`config.mk`:
```
export PLATFORM = sky130hd
export DESIGN_NAME = alu_result_stage
export DESIGN_NICKNAME = d
export VERILOG_FILES = /design/src/rtl/alu_pkg.sv /design/src/rtl/result_fifo.sv /design/src/rtl/alu_result_stage.sv
export SDC_FILE = /design/constraint.sdc
export NUM_CORES = 1
export LEC_CHECK = 0
export CORE_MARGIN = 1
export CORE_UTILIZATION = 35
export CTS_CLUSTER_DIAMETER = 80
export DETAILED_ROUTE_END_ITERATION = 10
export HOLD_SLACK_MARGIN = 0.03
export PLACE_DENSITY_LB_ADDON = 0.12
export SYNTH_ARGS = -nofsm -noshare
export SYNTH_HDL_FRONTEND = slang
export SYNTH_SLANG_ARGS = --single-unit
```
`constraint.sdc`:
```
create_clock -name clk -period 3.31 [get_ports clk]
set_clock_uncertainty 0.15 [all_clocks]
set_input_delay 0.8275 -clock clk [delete_from_list [all_inputs] [get_ports clk]]
set_output_delay 0.8275 -clock clk [all_outputs]
set_load 0.03 [all_outputs]
```
`src/rtl/alu_pkg.sv`:
```
// Shared definitions for the ALU result stage.
// Holds the default datapath width, the flag bit positions used in the
// {N,Z,C,V} flag nibble and the {SV,N,Z,C,V} status word, and the flag type.
package alu_pkg;

  localparam int unsigned WIDTH = 16;

  localparam int unsigned FLAG_V  = 0;
  localparam int unsigned FLAG_C  = 1;
  localparam int unsigned FLAG_Z  = 2;
  localparam int unsigned FLAG_N  = 3;
  localparam int unsigned STAT_SV = 4;

  typedef logic [3:0] alu_flags_t;

endpackage

```
`src/rtl/result_fifo.sv`:
```
// Generic synchronous circular-buffer FIFO.
// Ports:
//   clk_i    clock, all updates on the rising edge
//   rst_i    synchronous active-high reset; clears pointers and count
//   push_i   write wdata_i (ignored when full)
//   wdata_i  write data
//   pop_i    drop the head entry (ignored when empty)
//   rdata_o  head entry, stable until popped
//   full_o   Depth entries held
//   empty_o  no entries held
module result_fifo #(
  parameter int unsigned Width = 20,
  parameter int unsigned Depth = 2
) (
  input  logic             clk_i,
  input  logic             rst_i,
  input  logic             push_i,
  input  logic [Width-1:0] wdata_i,
  input  logic             pop_i,
  output logic [Width-1:0] rdata_o,
  output logic             full_o,
  output logic             empty_o
);

  localparam int unsigned PtrW = (Depth > 1) ? $clog2(Depth) : 1;
  localparam int unsigned CntW = $clog2(Depth + 1);

  logic [Width-1:0] mem_q [Depth];
  logic [PtrW-1:0]  wptr_q, wptr_d;
  logic [PtrW-1:0]  rptr_q, rptr_d;
  logic [CntW-1:0]  cnt_q, cnt_d;
  logic             push_ok, pop_ok;

  assign full_o  = (cnt_q == CntW'(Depth));
  assign empty_o = (cnt_q == '0);
  assign rdata_o = mem_q[rptr_q];

  assign push_ok = push_i & ~full_o;
  assign pop_ok  = pop_i & ~empty_o;

  always_comb begin
    wptr_d = wptr_q;
    rptr_d = rptr_q;
    cnt_d  = cnt_q;
    // Depth is a power of two, so pointers wrap by plain overflow.
    if (push_ok) wptr_d = wptr_q + PtrW'(1);
    if (pop_ok)  rptr_d = rptr_q + PtrW'(1);
    unique case ({push_ok, pop_ok})
      2'b10:   cnt_d = cnt_q + CntW'(1);
      2'b01:   cnt_d = cnt_q - CntW'(1);
      default: cnt_d = cnt_q;
    endcase
  end

  always_ff @(posedge clk_i) begin
    if (rst_i) begin
      wptr_q <= '0;
      rptr_q <= '0;
      cnt_q  <= '0;
    end else begin
      wptr_q <= wptr_d;
      rptr_q <= rptr_d;
      cnt_q  <= cnt_d;
    end
  end

  // Storage needs no reset: entries are only visible once counted.
  always_ff @(posedge clk_i) begin
    if (push_ok) mem_q[wptr_q] <= wdata_i;
  end

endmodule

```
`src/rtl/alu_result_stage.sv`:
```
// Registered stage behind the ripple-carry adder/subtractor.
// Derives {N,Z,C,V} for each accepted result, keeps the accumulator that
// feeds adder operand A, a status word with sticky overflow, an accepted-result
// counter, and buffers {flags,result} toward writeback via valid/ready.
// Ports:
//   clk, rst                       clock, synchronous active-high reset
//   in_valid/in_ready              upstream handshake
//   in_sum/in_carry/in_overflow    adder outputs
//   sticky_clear                   clears sticky overflow SV
//   out_valid/out_ready            downstream handshake
//   out_result/out_flags           FIFO head
//   acc, status, op_count          last result, {SV,N,Z,C,V}, accept count
module alu_result_stage
  import alu_pkg::*;
#(
  parameter int unsigned WIDTH = alu_pkg::WIDTH,
  parameter int unsigned DEPTH = 2
) (
  input  logic             clk,
  input  logic             rst,
  input  logic             in_valid,
  output logic             in_ready,
  input  logic [WIDTH-1:0] in_sum,
  input  logic             in_carry,
  input  logic             in_overflow,
  input  logic             sticky_clear,
  output logic             out_valid,
  input  logic             out_ready,
  output logic [WIDTH-1:0] out_result,
  output logic [3:0]       out_flags,
  output logic [WIDTH-1:0] acc,
  output logic [4:0]       status,
  output logic [15:0]      op_count
);

  logic             push, pop;
  logic             fifo_full, fifo_empty;
  alu_flags_t       new_flags;
  logic [WIDTH+3:0] fifo_rdata;

  logic [WIDTH-1:0] acc_q, acc_d;
  alu_flags_t       flags_q, flags_d;
  logic             sv_q, sv_d;
  logic [15:0]      op_count_q, op_count_d;

  // Ready comes from registered state and rst only, never from out_ready.
  assign in_ready  = ~fifo_full & ~rst;
  assign out_valid = ~fifo_empty;
  assign push      = in_valid & in_ready;
  assign pop       = out_valid & out_ready;

  always_comb begin
    new_flags         = '0;
    new_flags[FLAG_N] = in_sum[WIDTH-1];
    new_flags[FLAG_Z] = (in_sum == '0);
    new_flags[FLAG_C] = in_carry;
    new_flags[FLAG_V] = in_overflow;
  end

  result_fifo #(
    .Width (WIDTH + 4),
    .Depth (DEPTH)
  ) u_fifo (
    .clk_i   (clk),
    .rst_i   (rst),
    .push_i  (push),
    .wdata_i ({new_flags, in_sum}),
    .pop_i   (pop),
    .rdata_o (fifo_rdata),
    .full_o  (fifo_full),
    .empty_o (fifo_empty)
  );

  assign out_result = fifo_rdata[WIDTH-1:0];
  assign out_flags  = fifo_rdata[WIDTH+3:WIDTH];

  always_comb begin
    acc_d      = acc_q;
    flags_d    = flags_q;
    sv_d       = sv_q;
    op_count_d = op_count_q;
    if (push) begin
      acc_d      = in_sum;
      flags_d    = new_flags;
      op_count_d = op_count_q + 16'd1;
      // A concurrent clear drops the old history but the new overflow wins.
      sv_d       = (sticky_clear ? 1'b0 : sv_q) | in_overflow;
    end else if (sticky_clear) begin
      sv_d = 1'b0;
    end
  end

  always_ff @(posedge clk) begin
    if (rst) begin
      acc_q      <= '0;
      flags_q    <= '0;
      sv_q       <= 1'b0;
      op_count_q <= '0;
    end else begin
      acc_q      <= acc_d;
      flags_q    <= flags_d;
      sv_q       <= sv_d;
      op_count_q <= op_count_d;
    end
  end

  assign acc      = acc_q;
  assign status   = {sv_q, flags_q};
  assign op_count = op_count_q;

endmodule

```
-- After elaboration in Yosys (flattened, before gate mapping)
Memories as Yosys holds them, arrays and structs flattened. A register that Yosys moved wholly into a read port is not among the register bits.
Cells that the tools add are included.
- flip-flop bits (word level): 41
- latch bits: 0
- RAM bits: 40
- bits in read-only memories: 0
- input port bits: 23
- word-level logic and storage cells: 35
- memories kept: 1
- memory list (name ; depth ; bits a word ; read ports ; clocked after memory_dff ; wr ports ; RTL line ; text):
    u_fifo.mem_q ; 2 ; 20 ; 1 ; 1 ; 1 ; result_fifo.sv:28 ; logic [Width-1:0] mem_q [Depth];
- add/sub/neg operators: 5
- $mul: 0
- divide/modulo/power cells: 0
- order comparisons: 0
- equality and inequality tests: 3
- shifts and indexed selects: 0
- muxes and demuxes: 7
- bitwise gates (word level): 9
- reduce and logical (&&, ||, !) cells: 3
- operators with widths (kind ; number):
    $add 16x1->16 const B ; 1
    $logic_not 16->1 ; 1
    $mux 1 ; 6
    $and 1x1->1 ; 5
    $eq 2x2->1 const B ; 2
    $pmux 2 s2 ; 1
    $not 1->1 ; 3
    $add 1x1->1 const B ; 2
    $add 2x1->2 const B ; 1
    $eq 2x1->1 const B ; 1
    $logic_not 2->1 ; 1
    $reduce_bool 2->1 ; 1
    $sub 2x1->2 const B ; 1
    $or 1x1->1 ; 1

-- Longest topological paths before layout
- word-level depth: 7
- depth in mapped cells: 10

-- Modules after synthesis
A second synthesis with hierarchy kept.
- cells, all modules: 269
- area, all modules: 3243.1 µm²
- modules (own cells, without submodules) (module ; instances ; cells an instance ; area an instance (µm²)):
    result_fifo ; 1 ; 88 ; 1660.3
    alu_result_stage ; 1 ; 181 ; 1582.8

-- Least setup slack after synthesis
Ideal clock, no wire load.
- kind: in2reg
- from: input in_valid
- to: memory u_fifo.mem_q[0][0] (enable)
- arrival time: 2395 ps
- path slack: 371 ps
- cell stages on the path: 7
- buffers on the path: 3
- cells stage by stage: nor2b_1 -> buf_4 -> and2_1 -> buf_2 -> inv_2 -> buf_4 -> nor2_1
- longest elaborated chain between the ends: 4
- ends and longest elaborated chain (element ; RTL line ; text):
    start, declared ; alu_result_stage.sv:21 ; input logic in_valid,
    $and 1x1->1 ; alu_result_stage.sv:49 ; assign push = in_valid & in_ready;
    $and 1x1->1 ; result_fifo.sv:38 ; assign push_ok = push_i & ~full_o;
    $mux 1 ; result_fifo.sv:69 ; if (push_ok) mem_q[wptr_q] <= wdata_i;
    $mux 1 (implied by the code) ; result_fifo.sv:69 ;
    end, declared ; result_fifo.sv:28 ;
No other way between the ends.

==> results_dict.tcl <==
set metrics [dict create \
    synth_ff_type "dfxtp_1" \
    finalSetupViolCount 0 \
    worstSetupPathType "register to primary output" \
    wl_um 6541 \
    r2r_end "u_fifo.cnt_q[1]" \
    initial_core_util_pct 36.12 \
    syn2layout_area_growth_pct 35.61 \
    clock_sinks 79 \
    num_vias 2153 \
    reg2reg_from "u_fifo.cnt_q[0]" \
    die_w_um 96.63 \
    r2r_slack_ns 1.03 \
    synthCells 263 \
    cp_num_buf_inv 2 \
    timing.setup.tns_ns 0 \
    wl_per_cell_um 14.28 \
    grt_setup_unrepaired "false" \
    hold_viol 0 \
    p_total_uw 2690 \
    synth_edf_count 38 \
    dp_cells 442 \
    cts-resized-gates 0 \
    drc_errors 0 \
    cts_setup_buffers 0 \
    ys_seq_elements 79 \
    reg2reg_depth 6 \
    ys_seq_area_share_pct 62.59 \
    clock.fmax_ghz 0.3341 \
    vias_per_cell 4.701 \
    clkTransAtPathRegs_ns 0.07 \
    power.density_nw_per_um2 632.9 \
    timing.critical_path.to "out_flags[1]" \
    endpoint_kind "primary output" \
    cts_hold_buf 0 \
    tritoncts "yes" \
    core_area_sq_um 8678 \
    ir_drop_mv 0.3001 \
    fp.dieH_um 96.63 \
    antenna_found_initial 0 \
    fin_crit_ns 2.993 \
    drv_slew 0 \
    crit_fanout 14 \
    path_cells "buf_12 > mux2_2 > clkdlybuf4s50_1" \
    grtUsageTotal_pct 14.59 \
    dp_hpwl_um 4319 \
    leakagePower_uw 0.001507 \
    drt-initial-drc-count 59 \
    critPathTopFamily "buffers and inverters" \
    synth_nets 288 \
    nNetsFinal 370 \
    cp_data_arrival_time_ns 2.02 \
    status "finished, final reports clean" \
    numCtsBuffers 9 \
    path_depth 3 \
    drt-pass1-iter-count 4 \
    grt_max_degree 42 \
    dieArea_sq_um 9337 \
    tightest_slew_ns 0.4147 \
    grt_pass1_wl_um 10660 \
    n_antenna_cell 0 \
    avgSynthCellArea_sq_um 11.92 \
    cts_buffer_depth 2 \
    period_share_pct 90.43 \
    h-tree-depth 3 \
    drtAntennaViolNets 0 \
    yosysUniqueCellTypes 31 \
    overflow 0 \
    min_path_type "register to register" \
    async_flop_share_pct 0 \
    drive_above_1_share_pct 13.43 \
    ios 82 \
    cpPeakStageDelay_ns 0.60 \
    yosysWarningCount 0 \
    stdcell_count 458 \
    clk_latency_ns 0.34 \
    start_kind "register" \
    portBuffers 81 \
    gp_congestion 0.6907 \
    fin_hold_ws_ns 0.3224 \
    crit_required_ns 2.33 \
    final_util_pct 48.98 \
    cap_violations 0 \
    cp_slowest_cell "clkdlybuf4s50_1" \
    grt_pass1_vias 2048 \
    clockRootBuffer "clkbuf_8" \
    rows 34 \
    slew_headroom_pct 72.10 \
    synth_area_sq_um 3134 \
]
-- tightest hold or removal path: cells and delay by family (launching register included) --
| kind | cells | cell delay (ns) |
|---|---|---|
| flip-flops | 1 | 0.32 |
| AO/OA/AOI/OAI | 1 | 0.06 |
| AND/OR/NAND/NOR | 1 | 0.05 |
-- cell families (layout without fill, tap and decap cells) --
group | after synthesis | in the layout | synth area share, %
XOR/XNOR | 10 | 10 | 2.794
buffers and inverters | 18 | 105 | 3.193
adder cells (fa/ha/maj) | 2 | 2 | 0.7983
AND/OR/NAND/NOR | 112 | 112 | 20.12
multiplexers | 19 | 19 | 6.827
AO/OA/AOI/OAI | 23 | 23 | 3.673
flip-flops | 79 | 79 | 62.59
-- flip-flops by register name (all words and copies together), names as in the netlist, named ones only --
signal,cells
u_fifo.mem_q,38
acc,16
op_count,16
flags_q,3
u_fifo.cnt_q,2
sv_q,1
u_fifo.rptr_q,1
u_fifo.wptr_q,1
-- worst min-delay path by stage --
stage	start	slack (ns)	cells after the start	end
after floorplan	sv_q	0.30	2	sv_q
after CTS	flags_q[0]	0.32	2	flags_q[0]
after global routing	flags_q[0]	0.34	2	flags_q[0]
after detailed placement	flags_q[0]	0.30	2	flags_q[0]
final	flags_q[0]	0.32	2	flags_q[0]
after global placement	flags_q[0]	0.29	2	flags_q[0]
-- cell usage in the layout (no fill, tap or decap), types with 3 or more instances in the layout --
cell	count
and4_1	3
xor2_1	5
buf_4	6
nor4_1	4
dfxtp_1	41
clkbuf_8	9
nand2b_1	3
o21ai_0	10
nor2_1	10
nand3_1	4
edfxtp_1	38
clkdlybuf4s50_1	80
nand2_1	42
nand3b_1	18
nand4_1	5
a21oi_1	12
or3_1	10
and2_1	3
mux2_2	19
xnor2_1	5
-- metrics by stage --
step / area, sq um / setup slack (ns)
floorplan: 3134 / 0.3708
global placement: 4045 / 0.4067
detailed placement: 4045 / 0.3874
CTS: 4250 / 0.2672
global route: 4250 / 0.2110
finish: 4250 / 0.3168
-- Yosys cell counts, types with 5 or more instances --
cell / n / area, sq um
edfxtp_1: 38 / 1141
or3_1: 10 / 62.56
buf_4: 7 / 52.55
nand2_1: 42 / 157.7
nand3b_1: 18 / 135.1
o21ai_0: 10 / 50.05
buf_2: 5 / 25.02
a21oi_1: 12 / 60.06
xnor2_1: 5 / 43.79
mux2_2: 19 / 214.0
xor2_1: 5 / 43.79
dfxtp_1: 41 / 820.8
nor2_1: 11 / 41.29
nand4_1: 5 / 31.28
-- where the power goes --
part           leakage [uW]  switching, uW  internal (uW)
Sequential         0.000685           54.0           1110
Combinational      0.000716            423            352
Clock              0.000105            329            421
-- layout make-up --
| type | count | area (sq um) |
|---|---|---|
| Timing Repair Buffer | 87 | 865.8 |
| Clock inverter | 5 | 73.82 |
| Sequential cell | 79 | 1962 |
| Inverter | 2 | 7.507 |
| Fill cell | 817 | 4428 |
| Clock buffer | 11 | 131.4 |
| Tap cell | 108 | 135.1 |
| Multi-Input combinational cell | 166 | 1075 |
-- layer usage --
metal  vias to the layer above  track usage, %  share of wire (%)
met5                         -               0                  0
met4                         0           6.200                1.6
met3                        11           3.324                3.9
met2                        50           23.46                 47
met1                      1003           18.89                 47
li1                       1089               -                  -
Power figures use the tool's default switching activity.
